<file path="src/rtl/lsu_pkg.sv">
// Shared types and helpers for the load/store unit: funct3 encodings, FSM states,
// byte-enable and store-lane replication functions.
package lsu_pkg;

    localparam logic [2:0] F3_B  = 3'b000;
    localparam logic [2:0] F3_H  = 3'b001;
    localparam logic [2:0] F3_W  = 3'b010;
    localparam logic [2:0] F3_BU = 3'b100;
    localparam logic [2:0] F3_HU = 3'b101;

    typedef enum logic [1:0] {
        IDLE,
        REQ,
        WAIT,
        DONE
    } lsu_state_t;

    // funct3[1:0] carries the access size for both signed and unsigned forms.
    function automatic logic [3:0] byte_enable(logic [2:0] funct3, logic [1:0] addr_lo);
        case (funct3[1:0])
            2'b00:   return 4'b0001 << addr_lo;
            2'b01:   return addr_lo[1] ? 4'b1100 : 4'b0011;
            default: return 4'b1111;
        endcase
    endfunction

    function automatic logic [31:0] replicate(logic [2:0] funct3, logic [31:0] data);
        case (funct3[1:0])
            2'b00:   return {4{data[7:0]}};
            2'b01:   return {2{data[15:0]}};
            default: return data;
        endcase
    endfunction

endpackage

</file>
<file path="src/rtl/lsu_if.sv">
// Word-aligned request/grant/rvalid data-memory bus between the LSU (master) and
// memory (slave).
interface lsu_if #(
    parameter int unsigned ADDR_WIDTH = 32,
    parameter int unsigned DATA_WIDTH = 32
) ();

    logic                  mem_req;
    logic                  mem_we;
    logic [ADDR_WIDTH-1:0] mem_addr;
    logic [3:0]            mem_be;
    logic [DATA_WIDTH-1:0] mem_wdata;
    logic                  mem_gnt;
    logic                  mem_rvalid;
    logic [DATA_WIDTH-1:0] mem_rdata;

    modport master (
        output mem_req, mem_we, mem_addr, mem_be, mem_wdata,
        input  mem_gnt, mem_rvalid, mem_rdata
    );

    modport slave (
        input  mem_req, mem_we, mem_addr, mem_be, mem_wdata,
        output mem_gnt, mem_rvalid, mem_rdata
    );

endinterface

</file>
<file path="src/rtl/lsu_align.sv">
// Combinational lane logic: byte enables, store replication, load extraction and
// extension, plus detection of illegal funct3 and misaligned addresses.
module lsu_align
    import lsu_pkg::*;
(
    input  logic        write,
    input  logic [2:0]  funct3,
    input  logic [1:0]  addr_lo,
    input  logic [31:0] wdata,
    input  logic [31:0] rdata,
    output logic [3:0]  be,
    output logic [31:0] wdata_rep,
    output logic [31:0] rdata_ext,
    output logic        err
);

    logic        legal;
    logic        misaligned;
    logic [31:0] shifted;

    always_comb begin
        legal = 1'b0;
        case (funct3)
            F3_B, F3_H, F3_W: legal = 1'b1;
            F3_BU, F3_HU:     legal = !write;
            default:          legal = 1'b0;
        endcase

        misaligned = ((funct3[1:0] == 2'b01) && addr_lo[0]) ||
                     ((funct3[1:0] == 2'b10) && (addr_lo != 2'b00));
        err        = !legal || misaligned;

        be        = byte_enable(funct3, addr_lo);
        wdata_rep = replicate(funct3, wdata);

        // Bring the addressed lane down to bit 0 before extending.
        shifted = rdata >> {addr_lo, 3'b000};
        case (funct3)
            F3_B:    rdata_ext = {{24{shifted[7]}}, shifted[7:0]};
            F3_H:    rdata_ext = {{16{shifted[15]}}, shifted[15:0]};
            F3_BU:   rdata_ext = {24'h000000, shifted[7:0]};
            F3_HU:   rdata_ext = {16'h0000, shifted[15:0]};
            default: rdata_ext = rdata;
        endcase
    end

endmodule

</file>
<file path="src/rtl/load_store_unit.sv">
// Load/store unit: accepts one core access at a time, runs it on the data-memory bus
// and returns an extended load result or an error with a one-cycle rsp_valid pulse.
module load_store_unit
    import lsu_pkg::*;
#(
    parameter int unsigned DATA_WIDTH = 32,
    parameter int unsigned ADDR_WIDTH = 32
) (
    input  logic                  clk,
    input  logic                  rst_n,
    input  logic                  req_valid,
    output logic                  req_ready,
    input  logic                  req_write,
    input  logic [2:0]            req_funct3,
    input  logic [ADDR_WIDTH-1:0] req_addr,
    input  logic [DATA_WIDTH-1:0] req_wdata,
    output logic                  busy,
    output logic                  rsp_valid,
    output logic [DATA_WIDTH-1:0] rsp_rdata,
    output logic                  rsp_err,
    lsu_if.master                 mem
);

    if (DATA_WIDTH != 32) begin : g_width_check
        $error("load_store_unit: only DATA_WIDTH == 32 is supported");
    end

    lsu_state_t            state_q, state_d;
    logic                  write_q;
    logic [2:0]            funct3_q;
    logic [1:0]            addr_lo_q;
    logic [ADDR_WIDTH-1:0] mem_addr_q;
    logic [3:0]            mem_be_q;
    logic [DATA_WIDTH-1:0] mem_wdata_q;
    logic [DATA_WIDTH-1:0] rsp_rdata_q;
    logic                  rsp_err_q;

    logic        idle, accept;
    logic        a_write, a_err;
    logic [2:0]  a_funct3;
    logic [1:0]  a_addr_lo;
    logic [3:0]  a_be;
    logic [31:0] a_wdata, a_rdata;

    assign idle   = (state_q == IDLE);
    assign accept = idle && req_valid;

    // While idle the aligner decodes the incoming request; afterwards the latched one.
    assign a_write   = idle ? req_write      : write_q;
    assign a_funct3  = idle ? req_funct3     : funct3_q;
    assign a_addr_lo = idle ? req_addr[1:0]  : addr_lo_q;

    lsu_align u_align (
        .write     (a_write),
        .funct3    (a_funct3),
        .addr_lo   (a_addr_lo),
        .wdata     (req_wdata),
        .rdata     (mem.mem_rdata),
        .be        (a_be),
        .wdata_rep (a_wdata),
        .rdata_ext (a_rdata),
        .err       (a_err)
    );

    always_comb begin
        state_d = state_q;
        case (state_q)
            IDLE:    if (req_valid) state_d = a_err ? DONE : REQ;
            REQ:     if (mem.mem_gnt) state_d = write_q ? DONE : WAIT;
            WAIT:    if (mem.mem_rvalid) state_d = DONE;
            DONE:    state_d = IDLE;
            default: state_d = IDLE;
        endcase
    end

    always_ff @(posedge clk or negedge rst_n) begin
        if (!rst_n) state_q <= IDLE;
        else        state_q <= state_d;
    end

    always_ff @(posedge clk or negedge rst_n) begin
        if (!rst_n) begin
            write_q     <= 1'b0;
            funct3_q    <= 3'b000;
            addr_lo_q   <= 2'b00;
            mem_addr_q  <= '0;
            mem_be_q    <= 4'b0000;
            mem_wdata_q <= '0;
            rsp_rdata_q <= '0;
            rsp_err_q   <= 1'b0;
        end else begin
            if (accept) begin
                write_q   <= req_write;
                funct3_q  <= req_funct3;
                addr_lo_q <= req_addr[1:0];
                if (a_err) begin
                    rsp_rdata_q <= '0;
                    rsp_err_q   <= 1'b1;
                end else begin
                    mem_addr_q  <= {req_addr[ADDR_WIDTH-1:2], 2'b00};
                    mem_be_q    <= a_be;
                    mem_wdata_q <= a_wdata;
                end
            end
            if ((state_q == REQ) && mem.mem_gnt && write_q) begin
                rsp_rdata_q <= '0;
                rsp_err_q   <= 1'b0;
            end
            if ((state_q == WAIT) && mem.mem_rvalid) begin
                rsp_rdata_q <= a_rdata;
                rsp_err_q   <= 1'b0;
            end
        end
    end

    assign req_ready     = idle;
    assign busy          = !idle;
    assign rsp_valid     = (state_q == DONE);
    assign rsp_rdata     = rsp_rdata_q;
    assign rsp_err       = rsp_err_q;
    assign mem.mem_req   = (state_q == REQ);
    assign mem.mem_we    = write_q && (state_q == REQ);
    assign mem.mem_addr  = mem_addr_q;
    assign mem.mem_be    = mem_be_q;
    assign mem.mem_wdata = mem_wdata_q;

    // Stray bus responses are dropped by the FSM; flag them for visibility only.
    a_gnt_in_req: assert property (@(posedge clk) disable iff (!rst_n)
        mem.mem_gnt |-> (state_q == REQ))
        else $warning("load_store_unit: stray mem_gnt outside REQ ignored");
    a_rvalid_in_wait: assert property (@(posedge clk) disable iff (!rst_n)
        mem.mem_rvalid |-> (state_q == WAIT))
        else $warning("load_store_unit: stray mem_rvalid outside WAIT ignored");

endmodule

</file>
<file path="src/flat_wrapper.sv">
// flat-port wrapper written by rule: the top's interface ports become plain ports
module load_store_unit_flat import lsu_pkg::*;
#(
    parameter int unsigned DATA_WIDTH = 32,
    parameter int unsigned ADDR_WIDTH = 32
)
  (clk, rst_n, req_valid, req_ready, req_write, req_funct3, req_addr, req_wdata, busy, rsp_valid, rsp_rdata, rsp_err, mem_mem_req, mem_mem_we, mem_mem_addr, mem_mem_be, mem_mem_wdata, mem_mem_gnt, mem_mem_rvalid, mem_mem_rdata);
  lsu_if #(.ADDR_WIDTH(ADDR_WIDTH), .DATA_WIDTH(DATA_WIDTH)) mem_i ();
  input  logic clk;
  input  logic rst_n;
  input  logic req_valid;
  output logic req_ready;
  input  logic req_write;
  input  logic [2:0] req_funct3;
  input  logic [ADDR_WIDTH-1:0] req_addr;
  input  logic [DATA_WIDTH-1:0] req_wdata;
  output logic busy;
  output logic rsp_valid;
  output logic [DATA_WIDTH-1:0] rsp_rdata;
  output logic rsp_err;
  output wire logic [$bits(mem_i.mem_req)-1:0] mem_mem_req;
  output wire logic [$bits(mem_i.mem_we)-1:0] mem_mem_we;
  output wire logic [$bits(mem_i.mem_addr)-1:0] mem_mem_addr;
  output wire logic [$bits(mem_i.mem_be)-1:0] mem_mem_be;
  output wire logic [$bits(mem_i.mem_wdata)-1:0] mem_mem_wdata;
  input wire logic [$bits(mem_i.mem_gnt)-1:0] mem_mem_gnt;
  input wire logic [$bits(mem_i.mem_rvalid)-1:0] mem_mem_rvalid;
  input wire logic [$bits(mem_i.mem_rdata)-1:0] mem_mem_rdata;
  assign mem_mem_req = mem_i.mem_req;
  assign mem_mem_we = mem_i.mem_we;
  assign mem_mem_addr = mem_i.mem_addr;
  assign mem_mem_be = mem_i.mem_be;
  assign mem_mem_wdata = mem_i.mem_wdata;
  assign mem_i.mem_gnt = mem_mem_gnt;
  assign mem_i.mem_rvalid = mem_mem_rvalid;
  assign mem_i.mem_rdata = mem_mem_rdata;
  load_store_unit #(.DATA_WIDTH(DATA_WIDTH), .ADDR_WIDTH(ADDR_WIDTH)) u_core (.clk(clk), .rst_n(rst_n), .req_valid(req_valid), .req_ready(req_ready), .req_write(req_write), .req_funct3(req_funct3), .req_addr(req_addr), .req_wdata(req_wdata), .busy(busy), .rsp_valid(rsp_valid), .rsp_rdata(rsp_rdata), .rsp_err(rsp_err), .mem(mem_i));
endmodule
</file>
<file path="config.mk">
export PLATFORM = sky130hd
export DESIGN_NAME = load_store_unit_flat
export DESIGN_NICKNAME = d
export VERILOG_FILES = /design/src/rtl/lsu_pkg.sv /design/src/rtl/lsu_if.sv /design/src/rtl/lsu_align.sv /design/src/rtl/load_store_unit.sv /design/src/flat_wrapper.sv
export SDC_FILE = /design/constraint.sdc
export NUM_CORES = 1
export LEC_CHECK = 0
export CAP_MARGIN = 20
export CORE_UTILIZATION = 45
export DETAILED_ROUTE_END_ITERATION = 10
export DONT_BUFFER_PORTS = 1
export PLACE_DENSITY_LB_ADDON = 0.05
export RECOVER_POWER = 25
export SLEW_MARGIN = 30
export SYNTH_ARGS = -nofsm -noshare
export SYNTH_HDL_FRONTEND = slang
export SYNTH_SLANG_ARGS = --single-unit
</file>
<file path="constraint.sdc">
create_clock -name clk -period 3.12 [get_ports clk]
set_clock_uncertainty 0.1 [all_clocks]
set_input_delay 0.312 -clock clk [delete_from_list [all_inputs] [get_ports clk]]
set_output_delay 0.312 -clock clk [all_outputs]
set_load 0.02 [all_outputs]
</file>
==> flow_results.org, run 1 <==
** Status
- The flow ran to the end, but the final reports show violations.
- The final reports fail on DRC.

** Floorplan
- Std cell rows :: 39
- The die is 112 um tall.
- Die extent in x :: 112 um
- Once the floorplan was initialized, standard cells occupied 47.0% of the core.
- The die covers 0.0126 mm^2.
- In this run the standard cell core region covers 0.0116 mm^2.
- 211 I/O pins were placed.

** Routing
- For this run, design rule violations remaining after detail routing come to 16.
- For this block, the routed nets add up to 14,100 um of wire.
- In the final routed layout, each cell accounts on average for 22.0 um.
- Antenna violation net count after detailed routing :: 0
- DR vias/cell :: 5.93
- The first detailed-routing pass took 10 iterations.
- DRC marker count from the first detailed-route iteration :: 207
- The final route contains 3,814 vias.

** Synthesis
- Dominant synthesized flop cell :: sky130_fd_sc_hd__dfrtp_1
- In this run the mean area of a mapped cell was 12.4 um^2.
- The synthesized design contains 0 enable-type register cells.
- Synthesis produced a netlist whose cell count is 442.
- Of all flip-flops after synthesis, the portion carrying an async set or reset was 100%.
- Flop and latch count out of synthesis :: 107
- Summing the sequential cell areas from Yosys gives 49.0% of the chip area.
- Number of distinct library cells after synthesis :: 46
- Count of synthesis-stage warnings from yosys :: 0
- Post-synthesis cell area :: 0.00546 mm^2

** Clock tree
- The H-tree was split into 3 levels.
- Buffer levels on the longest clock path :: 2
- TritonCTS sink count :: 107
- The number of setup buffers added after CTS is 0.
- Clock-pin slew was measured on the worst setup and hold paths at 0.07 ns.
- TritonCTS built the clock tree.
- For the worst-skew pair, the clock arrives at the later sink with an insertion delay of 0.35 ns.
- CTS Buf Count :: 9
- The tree is rooted in a sky130_fd_sc_hd__clkbuf_16.

** Final layout
- Design area :: 0.00649 mm^2
- The repair_antennas step left the layout with diodes totalling 0.
- In the final layout, the share of cells above drive strength 1 is 29.0%.
- In the layout the commonest cells are sky130_fd_sc_hd__dfrtp_1, sky130_fd_sc_hd__mux2_2, sky130_fd_sc_hd__dlygate4sd3_1.
- Synth-to-Final Area Change :: 18.9%
- The library cell used most frequently in the layout, excluding fill and tap cells, is sky130_fd_sc_hd__dfrtp_1.
- Final cell count without fillers :: 643
- The net count of the finished layout is 604.

** STA
- Count of endpoints failing hold in the final timing report :: 0
- Worst rel slew slack :: 3.99%
- Timing would allow up to 339 MHz.
- Period utilization :: 94.6%
- Setup violations remaining at the end of the flow were counted as 0.
- The number of max-slew violations in the final report came to 0.
- Setup repair after global routing left no endpoint under its margin.
- After routing, the total negative slack on setup checks comes to 0 ns.
- Shortest period the worst path allows :: 2.95 ns
- Worst Tran Pin Value :: 1.44 ns

** Worst hold path
- The worst hold path belongs to the class primary input to flip-flop.

** Place
- RD Place Congestion :: 0.833
- After detailed placement, the design holds a cell count of 567.
- Placed Instance Area :: 0.00558 mm^2
- Count of port buffers added during placement :: 0
- Hpwl dp :: 9390 um

** Pwr
- Power density of the placed cells :: 1140 mW/mm^2
- Across the VDD grid, the largest voltage drop is 0.565 mV.
- Static Leakage :: 0.00299 uW

** Setup path
- Top fanout value on the critical path :: 20
- Kind of end point of the critical path :: flip-flop
- Data arrives at the worst endpoint at 3.14 ns.
- Data required time of the worst path :: 3.31 ns
- The critical path in this run is classified as flip-flop to flip-flop.
- Startpoint type of the worst setup path :: flip-flop

** GRT
- The first global-routing pass estimated 22,800 um of wire.
- For this run the aggregate overflow at the end of global routing stands at 0.
- Vias in the first global route :: 4,039
- Number of antenna violations at the first check in global routing :: 0
- In the global route stage, overall resource usage came out at 23.4%.
- Entering global routing, the biggest net connects 108 pins.

** Run
- Max-cap violations in this run came to 0.
-- worst paths after layout --
| check | end | slack [ns] | from | cells after the start |
|---|---|---|---|---|
| setup / recovery | u_core.rsp_rdata[25] | 0.17 | u_core.state_q[0] | 8 |
| setup reg to reg | u_core.rsp_rdata[25] | 0.17 | u_core.state_q[0] | 8 |
| max in group asynchronous | u_core.funct3_q[1] | 1.19 | rst_n | 2 |
| min in group asynchronous | u_core.rsp_rdata[14] | 0.85 | rst_n | 2 |
| hold reg to reg | u_core.write_q | 0.46 | u_core.write_q | 1 |
| hold / removal | u_core.rsp_rdata[19] | 0.02 | mem_mem_rdata[19] | 1 |
-- power by group --
group | leakage [uW] | internal, uW | switching, uW
sequential | 0.00132 | 2030 | 1280
combinational | 0.00151 | 1560 | 1360
clock | 0.000154 | 654 | 534
-- cell families (layout without fill, tap and decap cells) --
family / Yosys count / count (layout) / share of synthesized area (%)
buf+inv: 40 / 97 / 4.58
fa+ha+maj: 4 / 4 / 0.917
other cells: 1 / 2 / 0.0687
flops: 107 / 107 / 49.0
compound gates: 99 / 99 / 13.5
simple gates: 85 / 85 / 7.40
mux: 106 / 106 / 24.5
-- cell usage after synthesis (2+ instances only) --
cell type / number / area [um^2]
sky130_fd_sc_hd__nor2_1: 33 / 124
sky130_fd_sc_hd__nor4_1: 7 / 43.8
sky130_fd_sc_hd__clkbuf_1: 9 / 33.8
sky130_fd_sc_hd__o311ai_0: 2 / 17.5
sky130_fd_sc_hd__a221o_1: 23 / 230
sky130_fd_sc_hd__o2bb2ai_1: 2 / 17.5
sky130_fd_sc_hd__a211oi_1: 4 / 30.0
sky130_fd_sc_hd__a31oi_1: 8 / 50.1
sky130_fd_sc_hd__a21o_1: 9 / 67.6
sky130_fd_sc_hd__inv_1: 8 / 30.0
sky130_fd_sc_hd__o21ai_0: 12 / 60.1
sky130_fd_sc_hd__or2_2: 7 / 43.8
sky130_fd_sc_hd__mux2i_1: 6 / 60.1
sky130_fd_sc_hd__and2_1: 3 / 18.8
sky130_fd_sc_hd__a21oi_1: 20 / 100
sky130_fd_sc_hd__dfrtp_1: 107 / 2680
sky130_fd_sc_hd__buf_8: 4 / 60.1
sky130_fd_sc_hd__o22ai_1: 7 / 43.8
sky130_fd_sc_hd__nand2b_1: 3 / 18.8
sky130_fd_sc_hd__a222oi_1: 2 / 20.0
sky130_fd_sc_hd__nand2_1: 24 / 90.1
sky130_fd_sc_hd__nand3_1: 2 / 10.0
sky130_fd_sc_hd__buf_2: 10 / 50.1
sky130_fd_sc_hd__ha_1: 4 / 50.1
sky130_fd_sc_hd__or2_1: 2 / 12.5
sky130_fd_sc_hd__buf_6: 3 / 33.8
sky130_fd_sc_hd__mux2_4: 40 / 601
sky130_fd_sc_hd__mux2_2: 59 / 664
sky130_fd_sc_hd__buf_4: 5 / 37.5
-- layer usage --
metal	up-vias	routed length [um]	global-route usage, %
li1	1736	-	-
met1	1905	5590	28.5
met2	163	6930	38.1
met3	10	1420	9.67
met4	0	171	6.76
met5	-	0	0
-- area by class of cell --
type	instances	area, um^2
clock buffers	10	239
clock inverters	6	70.1
fillers	1024	5120
inverters	8	30.0
multi-input cells	296	2560
flip-flops and latches	107	2680
well taps	143	179
repair buffers	73	733
-- registers in the layout, indices dropped and copies added, names as in the netlist, 2 cells and up --
signal	count
u_core.rsp_rdata	32
u_core.state_q	2
u_core.mem.mem_be	4
u_core.mem.mem_wdata	32
u_core.mem.mem_addr	30
u_core.addr_lo_q	2
u_core.funct3_q	3
-- timing repair --
action,4_1_cts,5_1_grt
setup endpoints to repair,0,16
hold buffers,60,0
resized for setup,0,1
hold endpoints to repair,165,0
-- stage by stage --
step                      total power, uW  utilization (%)  setup WS (ns)  hold WS (ns)
after detailed placement             6150             48.1         0.0876       -0.0813
after CTS                            7460             56.1         0.0668       0.00147
after floorplan                      5500                -          0.415       -0.0836
after global routing                 7890             55.9         0.0427       0.00849
after global placement               6090             48.1          0.338       -0.0815
final                                7420             55.9          0.168        0.0152
-- worst max-delay path: stages, from the launching register on --
cell	delay [ns]
sky130_fd_sc_hd__dfrtp_1	0.44
sky130_fd_sc_hd__inv_1	0.11
sky130_fd_sc_hd__ha_1	0.36
sky130_fd_sc_hd__buf_4	0.36
sky130_fd_sc_hd__nor2_1	0.08
sky130_fd_sc_hd__a32o_1	0.27
sky130_fd_sc_hd__a2111oi_1	0.52
sky130_fd_sc_hd__o211a_2	0.48
sky130_fd_sc_hd__a221o_1	0.17
Power figures use the tool's default switching activity.
==> run 2, diff against run 1 <==
- ABC_AREA: not set -> 1
==> run 2 against run 1 <==
  * The flow now finishes without violations
  * Utilization decreased by 3.6 points
  * Critical path type unchanged
  * Global-route usage increased by 2.1 points
  * Flip-flop and latch count unchanged
  * Register-to-register slack improved by 0.20 ns
  * Die area increased by 2.8%
  * Area after synthesis increased by 2.8%
  * Worst hold slack improved by 0.012 ns
  * First-iteration DRC count increased by 95%
  * Largest cell class unchanged
  * Final area decreased by 2.4%
  * Clock power decreased by 12%
  * Fmax increased by 7.2%
==> flow_results.org, run 2 <==
** GRT
- Largest net degree at the start of global routing :: 108
- The number of antenna violations at the first check in global routing came to 0.
- First-pass GRT wire length :: 25,600 um
- GR Overflow Total :: 0
- Total GRT Usage :: 25.5%
- The number of global-route vias before repair was 4,837.

** Synthesis
- Most instantiated cells after synthesis :: sky130_fd_sc_hd__nand2_1, sky130_fd_sc_hd__dfrtp_1, sky130_fd_sc_hd__o21ai_0
- Summed over its instances, the top area cell type makes up 47.7% of the synthesized netlist area.
- Summing the sequential cell areas from Yosys gives 47.7% of the chip area.
- Average cell area after synthesis :: 7.42 um^2
- The most used flip-flop cell after synthesis is sky130_fd_sc_hd__dfrtp_1.
- By instance count, the leading cell after synthesis is sky130_fd_sc_hd__nand2_1.
- Number of flops mapped to enable cells by yosys :: 0
- Synthesized instance count :: 757
- Synthesis inferred 107 register bits.
- Top cell type by total area after synthesis :: sky130_fd_sc_hd__dfrtp_1
- The netlist uses 28 different library cells.
- In the post-synthesis netlist, the biggest area contributors are sky130_fd_sc_hd__dfrtp_1, sky130_fd_sc_hd__nand2_1, sky130_fd_sc_hd__o21ai_0, sky130_fd_sc_hd__nand3_1, sky130_fd_sc_hd__nor2_1.
- Count of synthesis-stage warnings from yosys :: 0
- Post-synthesis cell area :: 0.00562 mm^2
- Share of flip-flops with an asynchronous set or reset after synthesis :: 100%

** Floorplan
- After floorplanning, the core was sized to cover 0.0121 mm^2.
- Total die area :: 0.0129 mm^2
- Starting density of the core :: 46.4%
- From bottom edge to top edge, the die measures 114 um.
- From left edge to right edge, the die measures 114 um.
- Io pins :: 211
- Std cell rows :: 40

** Setup path
- In this run the critical register-to-register path is launched from u_core.state_q[0].
- The worst register-to-register path has a depth of 12.
- FF-to-FF End :: u_core.rsp_rdata[7]
- STA puts the critical path data arrival time at 2.87 ns.
- Top fanout value on the critical path :: 33
- Setup slack on the worst reg-to-reg path comes out at 0.37 ns.
- Startpoint type of the worst setup path :: flip-flop
- Worst setup path class :: flip-flop to flip-flop
- The most critical setup path has its startpoint at u_core.state_q[0].
- STA puts the critical path data required time at 3.24 ns.
- Kind of end point of the critical path :: flip-flop

** Routing
- Vias post-DR :: 5,062
- After detailed routing, the number of remaining DRC violations is 0.
- Antenna violation net count after detailed routing :: 0
- After detailed routing, the average wire length per cell comes to 17.0 um.
- DRC marker count from the first detailed-route iteration :: 404
- Total wire length after detailed routing :: 16,200 um
- Dividing the detail-routed via count by the number of cells gives 5.32.
- Total iterations of the first detailed-routing run :: 5

** Final layout
- The sequential cells in the finished layout cover a total of 0.00268 mm^2.
- The filler cells instantiated in the layout total 1,210.
- Final design utilization :: 52.3%
- Commonest non-fill, non-tap cells in the layout :: sky130_fd_sc_hd__nand2_1, sky130_fd_sc_hd__dfrtp_1, sky130_fd_sc_hd__o21ai_0
- Of the cells placed in the final design, the portion with a size suffix greater than 1 is 6.51%.
- The repair_antennas step left the layout with diodes totalling 0.
- Synth-to-Final Area Change :: 12.8%
- Most common cell after layout, fill and taps aside :: sky130_fd_sc_hd__nand2_1
- In the final design database the tool counted 887 nets.
- In the final layout, the multi-input gates occupy 0.00249 mm^2.

** Place
- Routability-driven placement finished with a final weighted congestion of 0.857.
- Count of port buffers added during placement :: 0
- After legalization and detailed placement, the total HPWL measured 10,800 um.

** Clock tree
- Cts repair resizes :: 0
- CTS built an H-tree with a depth of 3.
- The cell sitting at the root of the clock tree is a sky130_fd_sc_hd__clkbuf_16.
- CTS tree :: done
- The later pin in the worst-skew pair is clocked with a latency of 0.35 ns.
- Clock slew at reported path FFs :: 0.07 ns
- Counting along the longest clock path gives a buffer depth of 2.
- The number of hold buffers added after CTS was 42.
- The clock drives 107 sinks.
- In this run the post-CTS setup repair buffer count came out at 0.
- Counting the buffers created by CTS gives 9.

** STA
- Subtracting the final worst setup slack from the clock period gives 2.75 ns.
- Worst Tran Pin Value :: 1.47 ns
- Setup repair after global routing left no endpoint under its margin.
- Total Negative Setup Slacks :: 0 ns
- Static timing analysis puts the maximum clock frequency at 363 MHz.
- Dividing the final minimum period by the clock period gives 88.3%.
- Setup violations remaining at the end of the flow were counted as 0.
- Count of endpoints failing hold in the final timing report :: 0
- Fin. max-slew vios :: 0
- Measured against its own limit, the worst slew margin works out to 2.33%.

** Worst hold path
- Along the worst hold path, the cell count comes to 2.
- The worst hold path terminates at u_core.addr_lo_q[0].
- The worst hold path begins at req_addr[0].
- Worst min-delay path class :: primary input to flip-flop

** Pwr
- Power density of the placed cells :: 1190 mW/mm^2
- Maximum VDD drop :: 0.607 mV
- In this run the static leakage power is 0.00327 uW.

** Status
- The run finished with clean final reports.

** Run
- Maximum Capacitance Violations :: 0
==> run 2: cell types whose count changed after synthesis, moves of 9 or more <==
cell / delta
sky130_fd_sc_hd__nand3_1: +53
sky130_fd_sc_hd__mux2_4: -40
sky130_fd_sc_hd__nor2_1: +16
sky130_fd_sc_hd__inv_1: +38
sky130_fd_sc_hd__a21o_1: -9
sky130_fd_sc_hd__mux2_2: -59
sky130_fd_sc_hd__nand2_1: +263
sky130_fd_sc_hd__o21ai_0: +77
sky130_fd_sc_hd__a221o_1: -23
sky130_fd_sc_hd__o21ai_1: +9
sky130_fd_sc_hd__clkbuf_1: +10
==> run 2: final cells by class <==
type	count	share of cell area (%)
clock buffer	12	3.73
timing repair buffer	54	8.02
inverter	50	2.96
tap	168	3.32
multi-input combinational	556	39.3
sequential	107	42.3
clock inverter	4	0.415
==> run 2: kinds of logic after synthesis <==
kind of cell | share of synthesized area, %
AOI/OAI and AO/OA | 13.2
buffers and inverters | 8.13
and+or+nand+nor | 30.0
DFF | 47.7
other | 0.0668
adders and majority gates | 0.891
==> run 2: metrics by stage <==
step / instance area, um^2 / worst slack (ns) / power, uW / hold WS [ns] / std cells
floorplan: 5620 / 0.924 / 5710 / -0.0836 / 758
detailed placement: 5650 / 0.353 / 6430 / -0.0816 / 893
finish: 6330 / 0.366 / 7540 / 0.0273 / 951
global route: 6330 / 0.138 / 8170 / 0.0341 / 951
global placement: 5650 / 0.475 / 6340 / -0.0817 / 893
CTS: 6350 / 0.334 / 7570 / 0.0165 / 951
==> run 2: worst max-delay path by stage <==
stage | to | slack, ns | depth (start not counted)
2_1_floorplan | u_core.mem.mem_addr[20] | 0.92 | 13
3_3_place_gp | u_core.rsp_rdata[7] | 0.48 | 12
3_5_place_dp | u_core.rsp_rdata[7] | 0.35 | 12
4_1_cts | u_core.rsp_rdata[7] | 0.33 | 12
5_1_grt | u_core.rsp_rdata[7] | 0.14 | 12
6_report | u_core.rsp_rdata[7] | 0.37 | 12
==> run 2: worst max-delay path, stage by stage, from the launching register on <==
cell,delay [ns]
sky130_fd_sc_hd__dfrtp_1,0.40
sky130_fd_sc_hd__inv_1,0.10
sky130_fd_sc_hd__ha_1,0.25
sky130_fd_sc_hd__inv_2,0.22
sky130_fd_sc_hd__nand2_1,0.13
sky130_fd_sc_hd__nand2_4,0.15
sky130_fd_sc_hd__nand2_1,0.08
sky130_fd_sc_hd__o21ai_1,0.14
sky130_fd_sc_hd__inv_2,0.06
sky130_fd_sc_hd__nand2_4,0.21
sky130_fd_sc_hd__nand2_2,0.43
sky130_fd_sc_hd__nand3_1,0.20
sky130_fd_sc_hd__o21ai_0,0.11
==> run 2: power breakdown <==
| group | switching [uW] | total, uW | internal [uW] |
|---|---|---|---|
| sequential | 1090 | 3080 | 1990 |
| combinational | 2420 | 3410 | 985 |
| clock | 505 | 1050 | 543 |
==> run 2: layer usage <==
layer / vias to the layer above / part of all wire (%) / track usage, %
met4: 0 / 1.7 / 9.04
met2: 216 / 46 / 39.9
met1: 2361 / 43 / 33.6
met3: 21 / 9.4 / 7.81
li1: 2464 / - / -
met5: - / 0 / 0
==> run 3, diff against run 2 <==
- CORE_MARGIN: not set -> 2
- clock period: 3.12 -> 2.6 ns (I/O delays scaled with it)
==> run 3 against run 2 <==
  * The flow now finishes with violations (hold timing)
  * Via count rose by 0.67%
  * Total power rose by 28%
  * Largest power group unchanged
  * Fmax rose by 17%
  * Critical endpoint unchanged
==> flow_results.org, run 3 (same netlist as run 2, synthesis figures left out) <==
** Setup path
- Arrival time of the worst setup path :: 2.47 ns
- The critical path goes through inv_1, ha_2, buf_4, nand2_1, nand2_4, nand2_1, o21ai_1, inv_2, nand2_4, nand2_2, buf_12, nand3_1, o21ai_0.
- Top fanout value on the critical path :: 33
- Reg2Reg Setup Slack :: 0.25 ns
- Worst reg2reg path depth :: 13
- The most critical setup path has its startpoint at u_core.state_q[1].
- Data required time of the worst path :: 2.72 ns
- The startpoint identified for the worst register-to-register timing path is u_core.state_q[1].
- FF-to-FF End :: u_core.rsp_rdata[7]
- The largest individual stage delay along the critical path comes from the cell sky130_fd_sc_hd__dfrtp_1.
- The critical path crosses 13 cells after its start point.
- The worst setup path is captured at a flip-flop.
- Worst stage delay on the critical path :: 0.42 ns
- The critical path ends at u_core.rsp_rdata[7].
- Kind of cell adding the most delay to the critical path :: simple AND/OR/NAND/NOR gates
- Startpoint type of the worst setup path :: flip-flop
- Together, buffers and inverters on the worst path number 4.
- Worst setup path class :: flip-flop to flip-flop

** GRT
- Entering global routing, the biggest net connects 108 pins.
- GR Overflow Total :: 0
- Total GRT Usage :: 24.6%
- Vias in the first global route :: 4,992
- The number of antenna violations at the first check in global routing is 0.
- First-pass GRT wire length :: 25,800 um

** Final layout
- Number of nets at the end of the flow :: 895
- In the layout the commonest cells are sky130_fd_sc_hd__nand2_1, sky130_fd_sc_hd__dfrtp_1, sky130_fd_sc_hd__o21ai_0.
- Area of all sequential standard cells :: 0.00268 mm^2
- Area of the multi-input gates :: 0.00250 mm^2
- The finished cells cover 0.00654 mm^2.
- Fill cells in the final layout number 1,194.
- Most common cell after layout, fill and taps aside :: sky130_fd_sc_hd__nand2_1
- Number of antenna repair diodes :: 0
- Of the cells placed in the final design, the portion with a size suffix greater than 1 is 7.59%.
- Final design utilization :: 54.0%
- Synth-to-Final Area Change :: 16.5%

** Pwr
- For this design the ratio of total power to cell area is 1470 mW/mm^2.
- Total power for the finished layout comes to 9610 uW.
- The worst-case IR drop observed on VDD is 0.762 mV.
- Static Leakage :: 0.00337 uW

** STA
- Fin. max-slew vios :: 0
- Fmax :: 425 MHz
- Shortest period the worst path allows :: 2.35 ns
- On the final layout, the worst hold slack is -0.495 ns.
- Dividing the final minimum period by the clock period gives 90.5%.
- Adding up every negative setup slack in the final design gives 0 ns.
- Setup repair after global routing missed its margin :: no
- Count of endpoints failing hold in the final timing report :: 107
- Setup violations remaining at the end of the flow were counted as 0.

** Clock tree
- CTS root buf :: sky130_fd_sc_hd__clkbuf_16
- TritonCTS sink count :: 107
- After clock tree synthesis, the flow added hold-fix buffers numbering 43.
- After clock tree synthesis, the clock-pin slew on the worst setup and hold paths is 0.07 ns.
- In this run the deepest clock path goes through 2 buffers.
- H-tree depth :: 3
- Clk_lat worst skew :: 0.35 ns
- Counting the buffers created by CTS gives 9.
- CTS tree :: done

** Floorplan
- Io pins :: 211
- The die covers 0.0134 mm^2.
- The region available for standard cell placement spans 0.0121 mm^2.
- In this run the vertical extent of the chip is 116 um.
- Die extent in x :: 116 um
- The initial utilization of the core area, before any placement, comes to 46.4%.
- Std cell rows :: 40

** Place
- Count of port buffers added during placement :: 0
- Hpwl dp :: 11,200 um
- At the end of routability-driven placement, the weighted congestion stood at 0.880.
- Placed Instance Area :: 0.00572 mm^2

** Routing
- DRC marker count from the first detailed-route iteration :: 298
- Dividing the detail-routed via count by the number of cells gives 5.31.
- Total wire length after detailed routing :: 17,100 um
- Total iterations of the first detailed-routing run :: 5
- Vias post-DR :: 5,096
- The detail route stage leaves a number of antenna-violating nets equal to 0.
- Post-detailed-route DRC marker count :: 0
- After detailed routing, the average wire length per cell comes to 17.9 um.

** Worst hold path
- Worst min-delay path class :: primary input to asynchronous set/reset pin

** Status
- The final reports fail on hold timing.
- Result of the run :: complete, but fails checks

** Run
- Maximum Capacitance Violations :: 0
==> run 3: cell type report <==
type / count / share of cell area, %
Timing Repair Buffer: 61 / 10.1
Sequential cell: 107 / 40.9
Inverter: 50 / 2.87
Clock inverter: 4 / 0.746
Tap cell: 168 / 3.21
Multi-Input combinational cell: 557 / 38.3
Clock buffer: 12 / 3.92
==> run 3: per-stage QoR <==
| stage | worst slack, ns | std cells |
|---|---|---|
| 2_1_floorplan | 0.404 | 758 |
| 3_3_place_gp | 0.231 | 895 |
| 3_5_place_dp | 0.124 | 895 |
| 4_1_cts | 0.110 | 954 |
| 5_1_grt | 0.0525 | 959 |
| 6_report | 0.247 | 959 |
==> run 3: per-layer routing <==
| metal | part of all wire, % | global-route usage (%) | wire (um) |
|---|---|---|---|
| met2 | 46 | 39.4 | 7900 |
| met5 | 0 | 0 | 0 |
| met3 | 8.5 | 6.38 | 1450 |
| met1 | 44 | 32.7 | 7490 |
| met4 | 1.8 | 8.10 | 302 |
==> run 3: power by group <==
part	internal, uW	switching, uW	total, uW
Clock	799	605	1400
Combinational	1470	3020	4490
Sequential	2390	1320	3710
==> run 3: repair_timing <==
action	4_1_cts	5_1_grt
gates resized for setup	0	4
hold endpoints to repair	150	107
setup endpoints to repair	0	81
setup buffers	0	2
==> run 3: worst min-delay path by stage <==
stage                               endpoint  cells after the start   from  slack (ns)
finish              u_core.mem.mem_wdata[19]                      0  rst_n       -0.50
global route        u_core.mem.mem_wdata[19]                      0  rst_n       -0.51
CTS                     u_core.rsp_rdata[18]                      0  rst_n       -0.51
detailed placement  u_core.mem.mem_wdata[19]                      0  rst_n       -0.13
global placement    u_core.mem.mem_wdata[19]                      0  rst_n       -0.13
floorplan                u_core.addr_lo_q[0]                      0  rst_n       -0.14
